==> config.mk <==
export PLATFORM = sky130hd
export DESIGN_NAME = weight_fetch_seq
export DESIGN_NICKNAME = d
export VERILOG_FILES = /design/src/rtl/weight_fetch_seq.sv
export SDC_FILE = /design/constraint.sdc
export NUM_CORES = 1
export LEC_CHECK = 0
export ABC_AREA = 1
export ABC_CLOCK_PERIOD_IN_PS = 3400
export CORE_MARGIN = 1.5
export CORE_UTILIZATION = 40
export DETAILED_ROUTE_END_ITERATION = 8
export SYNTH_ARGS = -nofsm -noshare
export SYNTH_HDL_FRONTEND = slang
export SYNTH_SLANG_ARGS = --single-unit
==> constraint.sdc <==
create_clock -name clk -period 3.4 [get_ports clk]
set_input_delay 0.51 -clock clk [delete_from_list [all_inputs] [get_ports clk]]
set_output_delay 0.51 -clock clk [all_outputs]
set_load 0.03 [all_outputs]
==> src/rtl/weight_fetch_seq.sv <==
// ---------------------------------------------------------------------------
// weight_fetch_seq
// Weight RAM sequencer for the drowsiness-detector network. Holds the RAM in
// initialise mode for INIT_CYCLES clocks after reset. It then serves row-fetch
// jobs from the layer controller: it steps the RAM address by ROW_STRIDE from
// base_addr and presents each row to the MAC engine over w_valid/w_ready.
//
// Optional feature macro: WFS_STALL_STATS_EN
//   defined   : stall_cnt counts w_valid & !w_ready cycles (saturating,
//               cleared on reset and on job acceptance)
//   undefined : stall_cnt is tied to zero
//
// Ports
//   clk, rst_n          clock (rising edge), async active-low reset
//   start               job request, sampled in IDLE only
//   base_addr           first row address of the job
//   row_count           number of rows to fetch
//   abort               synchronous cancel of an in-flight job
//   w_ready             consumer accepts the presented row
//   ram_addr            RAM Address
//   ram_in              RAM In (1 = initialise mode, 0 = read mode)
//   ram_we              RAM WE, always 0
//   w_valid             presented row is valid
//   w_row_idx           0-based index of the presented row within the job
//   busy                job in progress
//   init_done           initialise window complete (sticky)
//   done                one-cycle pulse, job finished
//   err                 one-cycle pulse, job rejected (address range overflow)
//   stall_cnt           backpressure cycle counter
// ---------------------------------------------------------------------------
module weight_fetch_seq #(
    parameter int unsigned ADDR_W      = 7,
    parameter int unsigned ROW_STRIDE  = 10,
    parameter int unsigned CNT_W       = 4,
    parameter int unsigned INIT_CYCLES = 100,
    parameter int unsigned READ_LAT    = 1
) (
    input  logic              clk,
    input  logic              rst_n,
    input  logic              start,
    input  logic [ADDR_W-1:0] base_addr,
    input  logic [CNT_W-1:0]  row_count,
    input  logic              abort,
    input  logic              w_ready,
    output logic [ADDR_W-1:0] ram_addr,
    output logic              ram_in,
    output logic              ram_we,
    output logic              w_valid,
    output logic [CNT_W-1:0]  w_row_idx,
    output logic              busy,
    output logic              init_done,
    output logic              done,
    output logic              err,
    output logic [15:0]       stall_cnt
);

    // Range check width is wide enough that base + count*stride never wraps.
    localparam int unsigned CHK_W   = ADDR_W + CNT_W + 4;
    localparam int unsigned INIT_W  = (INIT_CYCLES > 1) ? $clog2(INIT_CYCLES) : 1;
    localparam int unsigned WAIT_W  = (READ_LAT > 0) ? $clog2(READ_LAT + 1) : 1;
    localparam int unsigned STALL_W = 16;

    typedef enum logic [2:0] {
        S_INIT    = 3'd0,
        S_IDLE    = 3'd1,
        S_ISSUE   = 3'd2,
        S_WAIT    = 3'd3,
        S_PRESENT = 3'd4
    } state_t;

    state_t              state,     state_d;
    logic [INIT_W-1:0]   init_cnt,  init_cnt_d;
    logic [WAIT_W-1:0]   wait_cnt,  wait_cnt_d;
    logic [ADDR_W-1:0]   cur_addr,  cur_addr_d;
    logic [CNT_W-1:0]    last_idx,  last_idx_d;
    logic [ADDR_W-1:0]   ram_addr_d;
    logic                ram_in_d;
    logic                w_valid_d;
    logic [CNT_W-1:0]    w_row_idx_d;
    logic                busy_d;
    logic                init_done_d;
    logic                done_d;
    logic                err_d;

    logic [CHK_W-1:0]    job_end_c;
    logic                too_big_c;
    logic                in_job_c;
    logic                accept_c;

    // Job end address versus the top of the RAM (ending exactly at 2^ADDR_W is legal).
    assign job_end_c = CHK_W'(base_addr) + CHK_W'(row_count) * CHK_W'(ROW_STRIDE);
    assign too_big_c = job_end_c > (CHK_W'(1) << ADDR_W);
    assign in_job_c  = (state == S_ISSUE) || (state == S_WAIT) || (state == S_PRESENT);
    assign accept_c  = (state == S_IDLE) && start && (row_count != '0) && !too_big_c;

    assign ram_we = 1'b0;

    // Next-state and next-output logic.
    always_comb begin
        state_d     = state;
        init_cnt_d  = init_cnt;
        wait_cnt_d  = wait_cnt;
        cur_addr_d  = cur_addr;
        last_idx_d  = last_idx;
        ram_addr_d  = ram_addr;
        ram_in_d    = ram_in;
        w_valid_d   = w_valid;
        w_row_idx_d = w_row_idx;
        busy_d      = busy;
        init_done_d = init_done;
        done_d      = 1'b0;
        err_d       = 1'b0;

        if (in_job_c && abort) begin
            // Cancel wins over a simultaneous handshake; no done pulse.
            state_d   = S_IDLE;
            w_valid_d = 1'b0;
            busy_d    = 1'b0;
        end else begin
            unique case (state)
                S_INIT: begin
                    if (init_cnt == INIT_W'(INIT_CYCLES - 1)) begin
                        ram_in_d    = 1'b0;
                        init_done_d = 1'b1;
                        state_d     = S_IDLE;
                    end else begin
                        init_cnt_d = init_cnt + INIT_W'(1);
                    end
                end
                S_IDLE: begin
                    if (start) begin
                        if (row_count == '0) begin
                            done_d = 1'b1;
                        end else if (too_big_c) begin
                            err_d = 1'b1;
                        end else begin
                            cur_addr_d  = base_addr;
                            last_idx_d  = row_count - CNT_W'(1);
                            w_row_idx_d = '0;
                            busy_d      = 1'b1;
                            state_d     = S_ISSUE;
                        end
                    end
                end
                S_ISSUE: begin
                    ram_addr_d = cur_addr;
                    wait_cnt_d = '0;
                    state_d    = S_WAIT;
                end
                S_WAIT: begin
                    // RAM data appears READ_LAT clocks after the address; w_valid
                    // is registered one clock after that.
                    if (wait_cnt == WAIT_W'(READ_LAT)) begin
                        w_valid_d = 1'b1;
                        state_d   = S_PRESENT;
                    end else begin
                        wait_cnt_d = wait_cnt + WAIT_W'(1);
                    end
                end
                S_PRESENT: begin
                    if (w_ready) begin
                        w_valid_d = 1'b0;
                        if (w_row_idx == last_idx) begin
                            done_d  = 1'b1;
                            busy_d  = 1'b0;
                            state_d = S_IDLE;
                        end else begin
                            cur_addr_d  = cur_addr + ADDR_W'(ROW_STRIDE);
                            w_row_idx_d = w_row_idx + CNT_W'(1);
                            state_d     = S_ISSUE;
                        end
                    end
                end
                default: begin
                    state_d = S_INIT;
                end
            endcase
        end
    end

    // State and output registers.
    always_ff @(posedge clk or negedge rst_n) begin
        if (!rst_n) begin
            state     <= S_INIT;
            init_cnt  <= '0;
            wait_cnt  <= '0;
            cur_addr  <= '0;
            last_idx  <= '0;
            ram_addr  <= '0;
            ram_in    <= 1'b1;
            w_valid   <= 1'b0;
            w_row_idx <= '0;
            busy      <= 1'b0;
            init_done <= 1'b0;
            done      <= 1'b0;
            err       <= 1'b0;
        end else begin
            state     <= state_d;
            init_cnt  <= init_cnt_d;
            wait_cnt  <= wait_cnt_d;
            cur_addr  <= cur_addr_d;
            last_idx  <= last_idx_d;
            ram_addr  <= ram_addr_d;
            ram_in    <= ram_in_d;
            w_valid   <= w_valid_d;
            w_row_idx <= w_row_idx_d;
            busy      <= busy_d;
            init_done <= init_done_d;
            done      <= done_d;
            err       <= err_d;
        end
    end

`ifdef WFS_STALL_STATS_EN
    logic [STALL_W-1:0] stall_q;

    // Saturating backpressure counter, restarted for every accepted job.
    always_ff @(posedge clk or negedge rst_n) begin
        if (!rst_n) begin
            stall_q <= '0;
        end else if (accept_c) begin
            stall_q <= '0;
        end else if (w_valid && !w_ready && (stall_q != {STALL_W{1'b1}})) begin
            stall_q <= stall_q + STALL_W'(1);
        end
    end

    assign stall_cnt = stall_q;
`else
    assign stall_cnt = STALL_W'(0);
`endif

endmodule

==> metrics.txt <==
MaxCap Viol Count=0; Seq/Total Area, Yosys=0.370; CP max FO=10; Top Ports=50; final net count=413; Initial DRC Count=109; fraction of registers with async set/reset=1.00; critical path depth in cells=13; CTS H-tree lvls=2; RSZ-0062 raised after global routing=false; Cells after Synth=339; CP Capture Type=flip-flop; Area contributors post-synth=dfrtp_1 36%, nand2_1 12%, ha_1 7.1%, nand3_1 6.8%, inv_1 5.3%; PnR worst setup slack=254 ps; Total Routed Length=5.29 mm; combinational power share=0.482; synthesized area per cell=7.79 um2; Die Wd=84.3 um; critical path required time=3580 ps; setup_tns=0 ps; antenna-violating nets left=0; headroom to the max-slew limit=0.431; Slowest cell on crit path=clkdlybuf4s50_1; Die H=84.3 um; port bufs=32; post-place setup slack=-49.3 ps; Avg WL per Cell=11.6 um; commonest non-fill, non-tap cell in the layout=nand2_1; Worst-Margin Slew=854 ps; Syn Std Cell Area=2640 um2; Bufs on Longest Clock Path=2; RR Startpoint=state[0]; Area Overhead vs Synth=17.7%; CP startpoint kind=input pin; Yosys top cell by area=dfrtp_1; floorplan core area=6350 um2; fin crit period=3150 ps; Critical Path AT=3320 ps; DP Wirelength=4.25 mm; EDFF count, synth=0; Leakage=0.00163 uW; crit-path most repeated cell=ha_1; GRT Overall Usage=0.159; Vias=2150; antenna violations before repair=0; Seq pwr share=0.374; internal power=1160 uW; Most used DFF post-synth=dfrtp_1; worst-path cell chain=clkdlybuf4s50_1 > ha_1 > ha_1 > fa_1 > ha_1 > a21oi_1 > a21oi_1 > o21ai_1 > nand3_2 > nand2_4 > nand2_8 > nand2_1 > nand2_1; first-pass GRT wire length=9.16 mm; Via-to-Cell Ratio=4.69; cts repair resizes=0; Net Sw Power=897 uW; post-CTS setup buffer count=0; sw frac=0.436; Worst Path Buf+Inv=1; Final Core Density=0.490; status=complete, no violations; Synth top area share=0.360; setup violators final=0; share of cells above drive strength 1=0.110; CTS sink count=39; number of buffers created by CTS=5; insertion delay to the later sink of the worst-skew pair=290 ps; # DRC=0; commonest non-fill, non-tap cells in the layout=84 x nand2_1, 38 x dfrtp_1, 37 x inv_1, 36 x nand3_1, 31 x clkdlybuf4s50_1; terminus of the critical flop-to-flop path=w_row_idx[3]; TritonCTS clock tree=done; cells on worst reg2reg path=9; first drt pass iteration count=4; Yosys cell types=31; Die ar.=7100 um2; CP delay by family, top=adder cells; grt ovf=0; max incr delay on CP=450 ps; largest net degree at the start of global routing=40; initial cell density of the core=0.416; worst hold path type=input pin to asynchronous set/reset pin; vias in the first global route=2052; fin. max-slew vios=0; Peak Freq=318 MHz; Synthesis Warnings=0; Tcrit/Tclk final=0.925; Clock Root Buffer=clkbuf_8; clock network fraction of total power=0.144; Routability Congestion=0.899; n_diodes=0; power per cell area=662 nW/um2; CTS clk-pin slew, worst paths=70 ps; Fin. Hold Viols=0; Post-CTS Hold Buffers=0; Crit Path Class=input pin to flip-flop; FP Rows=29; Final Skew=2.01 ps; flops & latches, synth=39; Max VDD drop=372 uV; R2R Setup Slk=1710 ps
[how the worst max path moves through the flow]
stage,startpoint,endpoint,slack (ps)
6_report,row_count[1],w_row_idx[3],250
5_1_grt,row_count[1],w_row_idx[2],70
4_1_cts,row_count[1],w_row_idx[0],240
3_5_place_dp,row_count[1],w_row_idx[0],-50
3_3_place_gp,row_count[1],w_row_idx[3],5
2_1_floorplan,row_count[1],w_row_idx[0],620
[stage by stage]
stage	total power [uW]	cell area, um2	hold slack [ps]	std cells
2_1_floorplan	1480	2700	214	355
5_1_grt	2240	3110	404	458
3_3_place_gp	1750	3030	434	450
4_1_cts	2080	3110	363	458
6_report	2060	3110	327	458
3_5_place_dp	1770	3030	434	450
[registers in the layout, indices dropped and copies added, names as in the netlist, 3 cells and up]
register and count:
cur_addr 7, init_cnt 7, last_idx 4, ram_addr 7, state 3, w_row_idx 4
[Yosys cell counts (3+ instances only)]
library cell / n
nand3_2: 3
inv_2: 5
nand2_2: 8
dfrtp_1: 38
o21ai_0: 19
a21oi_1: 8
nor2_2: 3
nand3_1: 36
buf_4: 17
inv_1: 37
ha_1: 15
nor2_1: 23
o21ai_1: 3
nand2_1: 84
xor2_1: 15
[routing by layer]
metal,vias to the layer above,part of all wire,track usage
li1,1132,-,-
met1,972,0.49,0.208
met2,40,0.46,0.270
met3,6,0.035,0.0206
met4,0,0.015,0.0537
met5,-,0,0
[power groups by stage]
stage	logic (uW)	clock network (uW)	registers (uW)
after global placement	978	0	777
after floorplan	620	0	857
after CTS	1000	307	771
final	992	297	770
after detailed placement	994	0	780
after global routing	1120	326	795
[final cells by class]
| type | instances | area (um2) |
|---|---|---|
| fillers | 632 | 3240 |
| multi-input cells | 255 | 1430 |
| flip-flops and latches | 39 | 977 |
| repair buffers | 37 | 365 |
| inverters | 42 | 158 |
| well taps | 77 | 96.3 |
| clock buffers | 7 | 76.3 |
| clock inverters | 1 | 5.00 |
[worst reg2reg max path: cells and delay by family, from the launching register on]
family | cells | cell delay, ps
buffers and inverters | 2 | 400
and+or+nand+nor | 7 | 810
DFF | 1 | 440
[logic make-up (layout without fill, tap and decap cells)]
logic type               after synthesis  count (layout)  synth area share
AO/OA/AOI/OAI                         32              32            0.0649
XOR/XNOR                              17              17            0.0564
adder cells (fa/ha/maj)               17              17            0.0862
buffers and inverters                 61              87             0.111
flip-flops                            39              39             0.370
other                                  1              17           0.00142
AND/OR/NAND/NOR                      172             172             0.310
Note: power is estimated with default switching activity, not from simulation.
